## config.mk

```make
export PLATFORM = sky130hd
export DESIGN_NAME = pe_network_interface
export DESIGN_NICKNAME = d
export VERILOG_FILES = /design/src/rtl/pe_network_interface.sv
export SDC_FILE = /design/constraint.sdc
export NUM_CORES = 1
export LEC_CHECK = 0
export ABC_AREA = 1
export ABC_CLOCK_PERIOD_IN_PS = 3850
export CORE_UTILIZATION = 45
export CTS_BUF_LIST = sky130_fd_sc_hd__clkbuf_8
export DETAILED_ROUTE_END_ITERATION = 6
export PLACE_DENSITY = 0.68
export RECOVER_POWER = 50
export SLEW_MARGIN = 20
export SYNTH_ARGS = -nofsm -noshare
export SYNTH_HDL_FRONTEND = slang
export SYNTH_SLANG_ARGS = --single-unit
```

## constraint.sdc

```tcl
create_clock -name clk -period 3.85 [get_ports clk]
set_clock_uncertainty 0.1 [all_clocks]
set_input_delay 0.9625 -clock clk [delete_from_list [all_inputs] [get_ports clk]]
set_output_delay 0.9625 -clock clk [all_outputs]
set_load 0.005 [all_outputs]
```

## src/rtl/pe_network_interface.sv

```systemverilog
// rtl/pe_network_interface.sv - PE-side network interface: flit packing, credit-controlled injection, eject receive FIFO
module pe_network_interface #(
  parameter int TX_DEPTH = 4,
  parameter int RX_DEPTH = 4,
  parameter int CREDITS  = 4
) (
  input  logic        clk,
  input  logic        rst,
  input  logic [15:0] tx_data,
  input  logic [1:0]  tx_dst_cluster,
  input  logic [1:0]  tx_dst_local,
  input  logic        tx_valid,
  output logic        tx_ready,
  output logic [19:0] inject,
  output logic        inject_valid,
  input  logic        credit_in,
  input  logic [19:0] eject,
  input  logic        eject_valid,
  output logic [19:0] rx_data,
  output logic        rx_valid,
  input  logic        rx_pop,
  output logic [15:0] read,
  output logic        rx_overflow,
  output logic        credit_err,
  output logic [15:0] tx_count,
  output logic [15:0] rx_count
);
  localparam int TXW = $clog2(TX_DEPTH);
  localparam int RXW = $clog2(RX_DEPTH);
  localparam int CW  = $clog2(CREDITS + 1);
  localparam logic [TXW:0]  TX_FULL_CNT = (TXW + 1)'(TX_DEPTH);
  localparam logic [RXW:0]  RX_FULL_CNT = (RXW + 1)'(RX_DEPTH);
  localparam logic [CW-1:0] CRED_MAX    = CW'(CREDITS);

  logic [19:0]    tx_mem [TX_DEPTH];
  logic [19:0]    rx_mem [RX_DEPTH];
  logic [TXW-1:0] tx_wr, tx_rd;
  logic [RXW-1:0] rx_wr, rx_rd;
  logic [TXW:0]   tx_cnt;
  logic [RXW:0]   rx_cnt;
  logic [CW-1:0]  credits;
  logic           tx_push, do_send, rx_push, rx_pop_eff;

  assign tx_ready   = (tx_cnt != TX_FULL_CNT);
  assign tx_push    = tx_valid && tx_ready;
  assign do_send    = (tx_cnt != '0) && (credits != '0);
  assign rx_valid   = (rx_cnt != '0);
  assign rx_data    = rx_mem[rx_rd];
  assign rx_pop_eff = rx_pop && rx_valid;
  // A pop in the same cycle frees the slot, so a full FIFO can still accept.
  assign rx_push    = eject_valid && ((rx_cnt != RX_FULL_CNT) || rx_pop);

  always_ff @(posedge clk) begin
    if (tx_push) tx_mem[tx_wr] <= {tx_dst_cluster, tx_dst_local, tx_data};
    if (rx_push) rx_mem[rx_wr] <= eject;
  end

  always_ff @(posedge clk or posedge rst) begin
    if (rst) begin
      tx_wr        <= '0;
      tx_rd        <= '0;
      tx_cnt       <= '0;
      rx_wr        <= '0;
      rx_rd        <= '0;
      rx_cnt       <= '0;
      credits      <= CRED_MAX;
      inject       <= '0;
      inject_valid <= 1'b0;
      read         <= '0;
      rx_overflow  <= 1'b0;
      credit_err   <= 1'b0;
      tx_count     <= '0;
      rx_count     <= '0;
    end else begin
      inject_valid <= do_send;
      if (tx_push) tx_wr <= tx_wr + TXW'(1);
      if (do_send) begin
        inject   <= tx_mem[tx_rd];
        tx_rd    <= tx_rd + TXW'(1);
        tx_count <= tx_count + 16'd1;
      end
      if (tx_push && !do_send)      tx_cnt <= tx_cnt + (TXW + 1)'(1);
      else if (!tx_push && do_send) tx_cnt <= tx_cnt - (TXW + 1)'(1);

      // A returned credit in a sending cycle cancels the spend.
      if (do_send && !credit_in) begin
        credits <= credits - CW'(1);
      end else if (!do_send && credit_in) begin
        if (credits == CRED_MAX) credit_err <= 1'b1;
        else                     credits    <= credits + CW'(1);
      end

      if (eject_valid) read <= eject[15:0];
      if (eject_valid && !rx_push) rx_overflow <= 1'b1;
      if (rx_push) begin
        rx_wr    <= rx_wr + RXW'(1);
        rx_count <= rx_count + 16'd1;
      end
      if (rx_pop_eff) rx_rd <= rx_rd + RXW'(1);
      if (rx_push && !rx_pop_eff)      rx_cnt <= rx_cnt + (RXW + 1)'(1);
      else if (!rx_push && rx_pop_eff) rx_cnt <= rx_cnt - (RXW + 1)'(1);
    end
  end
endmodule

```

After elaboration in Yosys (flattened, before gate mapping). Memory sizes are Yosys's and may differ from the RTL's. A register that Yosys moved wholly into a read port is not among the register bits. Index checks and enable logic that the tools add are counted. Widths: inputs -> output; s select.

Memories kept: 2. Input port bits: 46. RAM bits: 160. Register bits: 68.

Eq/ne operators: 4. Muxes and demuxes: 11. Bitwise operators: 1. Add/subtract/negate cells: 12. Reduce and logical (&&, ||, !) cells: 25.

Memories: rx_mem (depth 4, bits a word 20, read ports 1, clocked after memory_dff 0, write ports 1, RTL line 36) `logic [19:0] rx_mem [RX_DEPTH];`; tx_mem (depth 4, bits a word 20, read ports 1, clocked after memory_dff 1, write ports 1, RTL line 35) `logic [19:0] tx_mem [TX_DEPTH];`.

Operators with widths (number): $add 16x1->16 const B (2); $mux 3 (7); $logic_and 1x1->1 (11); $add 3x1->3 const B (3); $reduce_bool 3->1 (3); $sub 3x1->3 const B (3); $add 2x1->2 const B (4); $ne 3x3->1 const B (2); $reduce_bool 2->1 (3); $logic_not 1->1 (5); $mux 1 (4); $eq 3x3->1 const B (1); $reduce_and 3->1 (1); $ne 2x2->1 const B (1); $reduce_and 2->1 (1); $logic_or 1x1->1 (1); $not 1->1 (1).

Logic depth before layout (Yosys ltp).
Depth after elaboration: 7. Gate-level depth with buffers: 14.

Worst setup path before layout. Ideal clock, no wire load.

Path kind: input-to-reg. From: in eject_valid. To: mem rx_mem[0][0], enable pin. Cell stages on the path: 4. Setup time: 397 ps. Path slack: 1061 ps. Data arrival time: 2293 ps. Cell sequence: buf_2 > nand2_1 > buf_6 > nor2_1.

Cells in the longest elaborated chain, start to end: 3.

Ends and longest elaborated chain: start, declared (RTL line 18) `input logic eject_valid,`; $logic_and 1x1->1 (RTL line 51) `assign rx_push = eject_valid && ((rx_cnt != RX_FULL_CNT) || rx_pop);`; $mux 1 (RTL line 55) `if (rx_push) rx_mem[rx_wr] <= eject;`; $mux 1 (not written as such) (RTL line 55); end, declared (RTL line 36).

Every way passes these cells.

Final worst setup path.
From: reg rx_rd[1]. To: out rx_data[14].

Cells in the longest elaborated chain, start to end: 1.

Ends and longest elaborated chain: start, declared (RTL line 38) `logic [RXW-1:0] rx_wr, rx_rd;`; start signal, assigned (RTL line 99) `if (rx_pop_eff) rx_rd <= rx_rd + RXW'(1);`; $mem_v2 4x20; end, declared (RTL line 19) `output logic [19:0] rx_data,`.

Every way passes these cells.

==> impl_metrics.env <==
export IMPL_status="complete, but fails checks"
export IMPL_violations="capacitance limit, slew limit"
export IMPL_drt_iter0_drc=329
export IMPL_report_power_total_mw=9.20
export IMPL_syn_inst=860
export IMPL_power_leakage_nw=4.90
export IMPL_end_kind="primary output"
export IMPL_hpwlAfterDp_um=12800
export IMPL_path_class="flop to primary output"
export IMPL_hold_viol=0
export IMPL_cts_root_buf="clkbuf_8"
export IMPL_worstSetupStartpointType="flop"
export IMPL_pre_cts_slack_ns=0.821
export IMPL_layoutNonFillerInstCount=1334
export IMPL_grt_pass1_wl_um=32400
export IMPL_rsz0062_at_grt="false"
export IMPL_drc=0
export IMPL_fin_crit_sh=0.869
export IMPL_dp_cells=1259
export IMPL_path_clk_slew_ns=0.06
export IMPL_period_minus_slack_ns=3.35
export IMPL_cts_tree="yes"
export IMPL_holdPathStages=2
export IMPL_holdCritStartpoint="read[1]$_DFFE_PP0P_"
export IMPL_nFillCells=1795
export IMPL_synthesis_area_um2=10000
export IMPL_gp_congestion=0.788
export IMPL_hold_path_class="flop to flop"
export IMPL_cts_resized_gates=0
export IMPL_yosysTopAreaCell="edfxtp_1"
export IMPL_numPortBuffers=138
export IMPL_nNetsFinal=1085
export IMPL_die_h_um=151
export IMPL_syn_area_per_cell_um2=11.6
export IMPL_avgViaCountPerCell=4.95
export IMPL_drive_gt1_frac=0.0741
export IMPL_cts_buffers=41
export IMPL_grt_overflow=0
export IMPL_rows=54
export IMPL_clock_path_buffers=3
export IMPL_regToRegStartpoint="credits[2]$_DFFE_PP1P_"
export IMPL_cp_max_fo=20
export IMPL_ioPinCount=139
export IMPL_ys_ff_latch=248
export IMPL_clkSinkCount=248
export IMPL_rr_worst_depth=11
export IMPL_die_area_um2=22800
export IMPL_antenna_found_initial=1
export IMPL_syn_num_nets=923
export IMPL_tns_ns=0
export IMPL_arrival_ns=2.28
export IMPL_grt_max_degree=49
export IMPL_slowest_stage="clkdlybuf4s50_1"
export IMPL_cts_hold_fix_buffers=0
export IMPL_fin_ws_ns=0.504
export IMPL_cpPeakStageDelay_ns=0.54
export IMPL_finalSetupViolCount=0
export IMPL_drtPass1Iterations=6
export IMPL_clk_latency_ns=0.52
export IMPL_slew_limit_headroom=-0.513
export IMPL_vias=6597
export IMPL_worstReg2RegEnd="credits[2]$_DFFE_PP1P_"
export IMPL_yosysWarnings=0
export IMPL_drv_cap=1
export IMPL_wl_per_cell_um=15.5
export IMPL_start_util=0.458
export IMPL_die_w_um=151
export IMPL_hold_ws_ns=0.369
export IMPL_first_global_vias=6425
export IMPL_ant_nets=0
export IMPL_crit_chain="inv_1, o21ai_0, o22ai_1, clkdlybuf4s50_1"
export IMPL_p_per_area_nw_per_um2=739
export IMPL_post_cts_buffers=0
export IMPL_routed_wl_um=20700
export IMPL_core_area_um2=21800
export IMPL_htree_levels=2
export IMPL_r2r_slack_ns=1.05
export IMPL_worst_hold_path_endpoint="read[1]$_DFFE_PP0P_"
export IMPL_critPathRequiredTime_ns=2.79
export IMPL_peakVddDrop_mv=0.372
export IMPL_mostFrequentLayoutCell="nor2_1"
export IMPL_clock_fmax_mhz=299
export IMPL_synth_distinct_cells=34
export IMPL_seq_area_frac_synth=0.701
export IMPL_slew_violations=48
export IMPL_area_delta_synth_final_pct=24.5
export IMPL_synth_area_leaders="edfxtp_1 (48%), dfrtp_1 (22%), nor2_1 (6.5%)"
export IMPL_tightestPinTransition_ns=2.26
export IMPL_grtUsageTotal=0.185
export IMPL_yosysTopAreaCellShare=0.481
export IMPL_final_cell_mix="nor2_1 (167), edfxtp_1 (160), nand2_1 (139), clkdlybuf4s50_1 (95), dfrtp_1 (87)"
[per-stage QoR]
step	util	cell area, µm²
after CTS	0.572	12500
final	0.570	12400
after floorplan	-	10000
after global placement	0.536	11700
after global routing	0.570	12400
after detailed placement	0.536	11700
[registers in the layout (all words and copies together), names as in the netlist]
| register | flops |
|---|---|
| read | 16 |
| tx_wr | 2 |
| inject | 20 |
| rx_count | 16 |
| rx_mem | 80 |
| inject_valid | 1 |
| tx_rd | 2 |
| credits | 3 |
| rx_wr | 2 |
| tx_count | 16 |
| credit_err | 1 |
| tx_cnt | 3 |
| rx_overflow | 1 |
| rx_cnt | 3 |
| rx_rd | 2 |
| tx_mem | 80 |
[layer usage]
metal  track usage  part of all wire  vias to the layer above
met1         0.231              0.43                     3124
met3        0.0407             0.061                       35
met4        0.0640             0.019                        0
met2         0.318              0.49                      186
met5             0                 0                        -
li1              -                 -                     3252
[cell type report]
| cell class | count | area, µm² | area share |
|---|---|---|---|
| antenna | 2 | 5.00 | 0.000402 |
| sequential | 248 | 7010 | 0.563 |
| tap | 280 | 350 | 0.0281 |
| multi-input combinational | 527 | 2610 | 0.209 |
| clock buffer | 45 | 619 | 0.0498 |
| clock inverter | 28 | 166 | 0.0134 |
| inverter | 51 | 195 | 0.0157 |
| timing repair buffer | 153 | 1500 | 0.120 |
[cells in the mapped netlist (all sizes together)]
cell type  instances
a41o               1
xnor2              8
o21ai             87
fa                 3
ha                14
nand4              3
clkinv             1
a21oi              4
o22ai             20
nor3               4
dfstp              1
nor3b              1
edfxtp           160
o21bai             1
buf               12
nand3b            10
nand2            139
nand3             20
nor2             176
a31oi             20
dfrtp             87
inv               50
clkbuf            22
mux2               1
xor2              15
[worst max-delay path, delay by kind of cell, from the launching register on]
kind                   cells  cell delay (ns)
buffers and inverters      2             0.99
flip-flops                 1             0.37
AO/OA/AOI/OAI              2             0.40
[logic make-up after synthesis]
| logic type | share of synthesized area |
|---|---|
| fa+ha+maj | 0.0235 |
| compound gates | 0.0723 |
| simple gates | 0.145 |
| mux | 0.00113 |
| flops | 0.701 |
| xor+xnor | 0.0202 |
| buf+inv | 0.0372 |
[power breakdown]
part	switching, mW	internal [mW]	leakage [nW]
Sequential	0.394	3.55	2.53
Clock	0.988	1.20	0.460
Combinational	1.68	1.38	1.91
Total	3.06	6.14	4.90
[worst max path at each step]
stage,from,to,slack [ns],cells after the start
2_1_floorplan,rst,credit_err$_DFFE_PP0P_,0.51,1
3_3_place_gp,rx_pop,rx_cnt[2]$_DFFE_PP0P_,0.88,11
3_5_place_dp,rx_pop,rx_cnt[2]$_DFFE_PP0P_,0.82,11
4_1_cts,rx_rd[1]$_DFFE_PP0P_,rx_data[15],0.46,4
5_1_grt,rx_rd[1]$_DFFE_PP0P_,rx_data[10],0.28,4
6_report,rx_rd[1]$_DFFE_PP0P_,rx_data[14],0.50,4
Power figures use the tool's default switching activity.
==> patch 1, RTL diff (config.mk and constraints unchanged) <==
The parameter `RX_DEPTH` goes from 4 to 2.
--- a/src/rtl/pe_network_interface.sv
+++ b/src/rtl/pe_network_interface.sv
@@ -1,7 +1,7 @@
 // rtl/pe_network_interface.sv - PE-side network interface: flit packing, credit-controlled injection, eject receive FIFO
 module pe_network_interface #(
   parameter int TX_DEPTH = 4,
-  parameter int RX_DEPTH = 4,
+  parameter int RX_DEPTH = 2,
   parameter int CREDITS  = 4
 ) (
   input  logic        clk,
Function: changed (Yosys sat finds a counterexample within 4 cycles, from zero or initial values and one cycle with rst high).
==> patch 1 against the unedited design <==
- the flow still finishes with violations (max-capacitance violations, max-slew violations)
- sequential cell count down 43
- sequential share of layout area is 3.2 points lower
- worst setup slack improved by 170 ps
- routed wire length fell by 16%
- area after synthesis down 14%
- cell area fell by 13%
- clock power is 20% lower
- critical path depth unchanged
- power down 15%
- sequential power down 18%
- highest routed layer unchanged
==> patch 1: results (changes against the unedited design) <==
outcome=complete, but fails checks; violated checks=max-capacitance violations, max-slew violations; Worst Path Arrival=2120 ps (-160 ps); Post-synth EDFFs=120 (-25%); Critical R2R Capture=inject[13]; drt pass-1 iters=4 (-2); register area share after synthesis=66.6% (-3.5 points); max-slew violations=45 (-6.3%); DP HPWL=10,900 µm (-14%); Largest regs=tx_mem x80, rx_mem x40, inject x20; Detailed Route Iter0 Violations=184 (-44%); global-route wire length before repair=28,000 µm (-14%); met3 Usage GRT=4.34% (+0.28 points); crit-path max FO=21 (+5.0%); met1 Use GR=23.4% (+0.34 points); GRT Total Usage=18.3% (-0.24 points); Worst IR Drop VDD=354 µV (-4.8%); largest net degree at the start of global routing=45 (-8.2%); cts bufs inserted=35 (-15%); fin nets=993 (-8.5%); Syn Nets=829 (-10%); R2R setup slack=1180 ps (+130 ps); asr flop ratio synth=41.5% (+6.0 points); clock latency on the worst-skew pair=500 ps (-20 ps); Leak=4.45 nW (-9.2%); path depth of the worst reg2reg path=7 (-4); share of layout cells above drive strength 1=11.3% (+3.9 points); Min-Delay Endpoint=read[10]; antenna violations before repair=2 (+1); Yosys Warn Count=0 (unchanged); switch share=34.3% (+1.0 points); GPL Wtd Cong=0.743 (-5.7%); number of global-route vias before repair=5,466 (-15%); most instantiated cells after synthesis=nand2_1 (190), nor2_1 (137), edfxtp_1 (120); DR vias=5,721 (-13%); CP max stage cell=inv_1; hold_sp=read[10]; max cap viols=1 (unchanged); leading post-synthesis cells by cell area=edfxtp_1 (42%), dfrtp_1 (24%), nand2_1 (8.3%); number of distinct library cells after synthesis=36 (+5.9%); met2 GRT Util=30.7% (-1.2 points); drt total wl=17,500 µm (-16%)
## patch 1: worst max-delay path, delay by kind of cell (launching register included)
kind	cells	cell delay (ps)
simple gates	2	200
buf+inv	2	1050
flops	1	380
## patch 1: worst max-delay path by stage
stage | startpoint | endpoint | slack, ps | depth (start not counted)
5_1_grt | rst | rx_count[9] | 280 | 3
6_report | rx_rd | rx_data[8] | 670 | 4
2_1_floorplan | rst | credit_err | 600 | 1
3_3_place_gp | tx_valid | tx_cnt[2] | 910 | 9
3_5_place_dp | tx_valid | tx_cnt[2] | 860 | 9
4_1_cts | rx_rd | rx_data[8] | 590 | 4
## patch 1: stage by stage
| step | std cells | hold WS, ps | instance area, µm² | worst slack [ps] | power, mW |
|---|---|---|---|---|---|
| 2_1_floorplan | 771 | 346 | 8610 | 596 | 5.10 |
| 3_3_place_gp | 1132 | 355 | 10200 | 908 | 6.17 |
| 3_5_place_dp | 1132 | 361 | 10200 | 860 | 6.24 |
| 4_1_cts | 1195 | 374 | 10900 | 587 | 8.04 |
| 5_1_grt | 1196 | 383 | 10800 | 279 | 8.43 |
| 6_report | 1197 | 368 | 10800 | 672 | 7.86 |
## patch 1: area by class of cell
cell class	count	area (µm²)
fillers	1587	7910
flip-flops and latches	205	5730
multi-input cells	495	2480
repair buffers	152	1470
clock buffers	40	551
well taps	234	293
inverters	46	174
clock inverters	23	88.8
diodes	2	5.00
## patch 1: metal layers
metal,wire length (µm),part of all wire [%],vias up
li1,-,-,2847
met1,8020,46,2699
met2,8250,47,147
met3,888,5.1,28
met4,327,1.9,0
met5,0,0,-
## patch 1: cell families (layout without fill, tap and decap cells)
family	Yosys count	in the layout	synth area share [%]
xor gates and xnor gates	21	21	2.31
buffers and inverters	71	261	4.04
DFF	205	205	66.6
and+or+nand+nor	385	385	19.2
AOI/OAI and AO/OA	68	68	4.77
muxes	9	9	1.18
other	0	2	0
adders and majority gates	12	12	1.92
## patch 1: power groups by stage
stage	Clock [mW]	Combinational (mW)	Sequential [mW]
after floorplan	0	1.85	3.25
after global placement	0	2.89	3.28
after detailed placement	0	2.94	3.30
after CTS	1.83	2.95	3.26
after global routing	1.93	3.18	3.31
final	1.76	2.85	3.25
==> patch 2, RTL diff (same flow settings) <==
Made on the original files. Make the reset (`rst`) synchronous in one clocked block.
--- a/src/rtl/pe_network_interface.sv
+++ b/src/rtl/pe_network_interface.sv
@@ -55,7 +55,7 @@
     if (rx_push) rx_mem[rx_wr] <= eject;
   end
 
-  always_ff @(posedge clk or posedge rst) begin
+  always_ff @(posedge clk) begin
     if (rst) begin
       tx_wr        <= '0;
       tx_rd        <= '0;
Behaviour: differs if rst is asserted again (counterexample within 4 cycles, from zero or initial values and one cycle with rst high); with rst held inactive, the same outputs for 4 cycles.
==> patch 2 against the unedited design <==
- synthesized cell count is 8.1% higher
- cell area is 0.70% lower
- clock power is 2% lower
- critical path depth stayed put
- power is 18% lower
- cell count is 5.1% higher
- sequential share of layout area is 2.9 points lower
- area after synthesis is 0.36% lower
- routed wire length is 0.17% lower
- worst setup slack worse by 120 ps
- via count is 6.5% higher
- maximum frequency is 3.4% lower
- sequential cell count is 2 higher
- global-route usage is 0.082 points lower
- largest power group unchanged
==> patch 2: results (changes against the unedited design) <==
outcome=finished, final reports clean; met2 GRT Util=31.9% (+0.069 points); share of layout cells above drive strength 1=8.50% (+1.1 points); vias per cell=5.01 (+1.3%); Worst IR Drop VDD=460 µV (+24%); drt pass-1 iters=4 (-2); global-route wire length before repair=32,700 µm (+0.98%); crit-path max FO=20 (unchanged); met3 Usage GRT=4.58% (+0.51 points); Core ar.=21,800 µm² (-0.31%); fin nets=1,149 (+5.9%); leading post-synthesis cells by cell area=edfxtp_1 (48%), dfxtp_1 (18%), nor2_1 (7.9%); r2r startpoint=tx_cnt[1]; number of distinct library cells after synthesis=38 (+12%); Worst Path Arrival=2400 ps (+120 ps); most instantiated cells after synthesis=nor2_1 (210), edfxtp_1 (160), o21ai_0 (120); drt total wl=20,700 µm (-0.17%); asr flop ratio synth=0% (-35 points); GPL Wtd Cong=0.793 (+0.60%); met1 Use GR=22.6% (-0.51 points); largest net degree at the start of global routing=57 (+16%); worst slew pin tran=1400 ps (-861 ps); DP HPWL=12,800 µm (+0.22%); GRT Total Usage=18.5% (-0.082 points); Leak=4.45 nW (-9.3%); number of global-route vias before repair=6,579 (+2.4%); antenna violations before repair=3 (+2); Syn Nets=993 (+7.6%); Yosys Warn Count=0 (unchanged); hold_sp=rx_rd[1]
patch 2: cell types whose count changed in the layout (fill, tap and decap cells not counted), sizes merged, moves of 10 or more:
cell and delta:
nand2 -75, nor2 +46, xor2 -14, inv +14, dfrtp -87, o21ai +59, dfxtp +90, a21oi +30
nand4 +10, clkinv +10
patch 2: worst reg2reg max path: cells and delay by family, from the launching register on:
family	cells	cell delay, ps
buf+inv	2	1130
simple gates	3	430
flops	1	350
patch 2: final timing paths:
| path | to | depth (start not counted) |
|---|---|---|
| min reg2reg | rx_rd[1] | 2 |
| max reg2reg | tx_mem[2][1] | 5 |
| max | rx_data[10] | 4 |
| min | rx_rd[1] | 2 |
patch 2: area by class of cell:
class                      count  area [µm²]
antenna                        5        12.5
clock inverter                32         188
inverter                      70         270
clock buffer                  42         578
timing repair buffer         154        1480
multi-input combinational    569        2880
tap                          280         350
fill                        1854        9400
sequential                   250        6610
patch 2: cells by family after synthesis:
logic type / Yosys count / share of synthesized area [%]
AO/OA/AOI/OAI: 222 / 11.9
XOR/XNOR: 3 / 0.264
adder cells (fa/ha/maj): 17 / 2.36
buffers and inverters: 111 / 4.67
flip-flops: 250 / 66.3
AND/OR/NAND/NOR: 327 / 14.5
patch 2: through the flow:
step | std cells | instance area [µm²] | setup slack, ps
floorplan | 930 | 9960 | 1180
global placement | 1323 | 11600 | 682
detailed placement | 1323 | 11600 | 661
CTS | 1397 | 12400 | 326
global route | 1399 | 12400 | 255
finish | 1402 | 12400 | 385
patch 2: per-layer routing:
metal,vias up,share of wire (%)
met1,3261,42
li1,3537,-
met5,-,0.072
met3,38,6.7
met2,186,49
met4,2,1.8
patch 2: where the power goes:
part	internal, mW	total (mW)	switching, mW	leakage, nW
sequential	3.21	3.41	0.200	2.21
combinational	0.846	2.01	1.16	1.81
clock	1.15	2.15	1.00	0.437
total	5.21	7.57	2.37	4.45
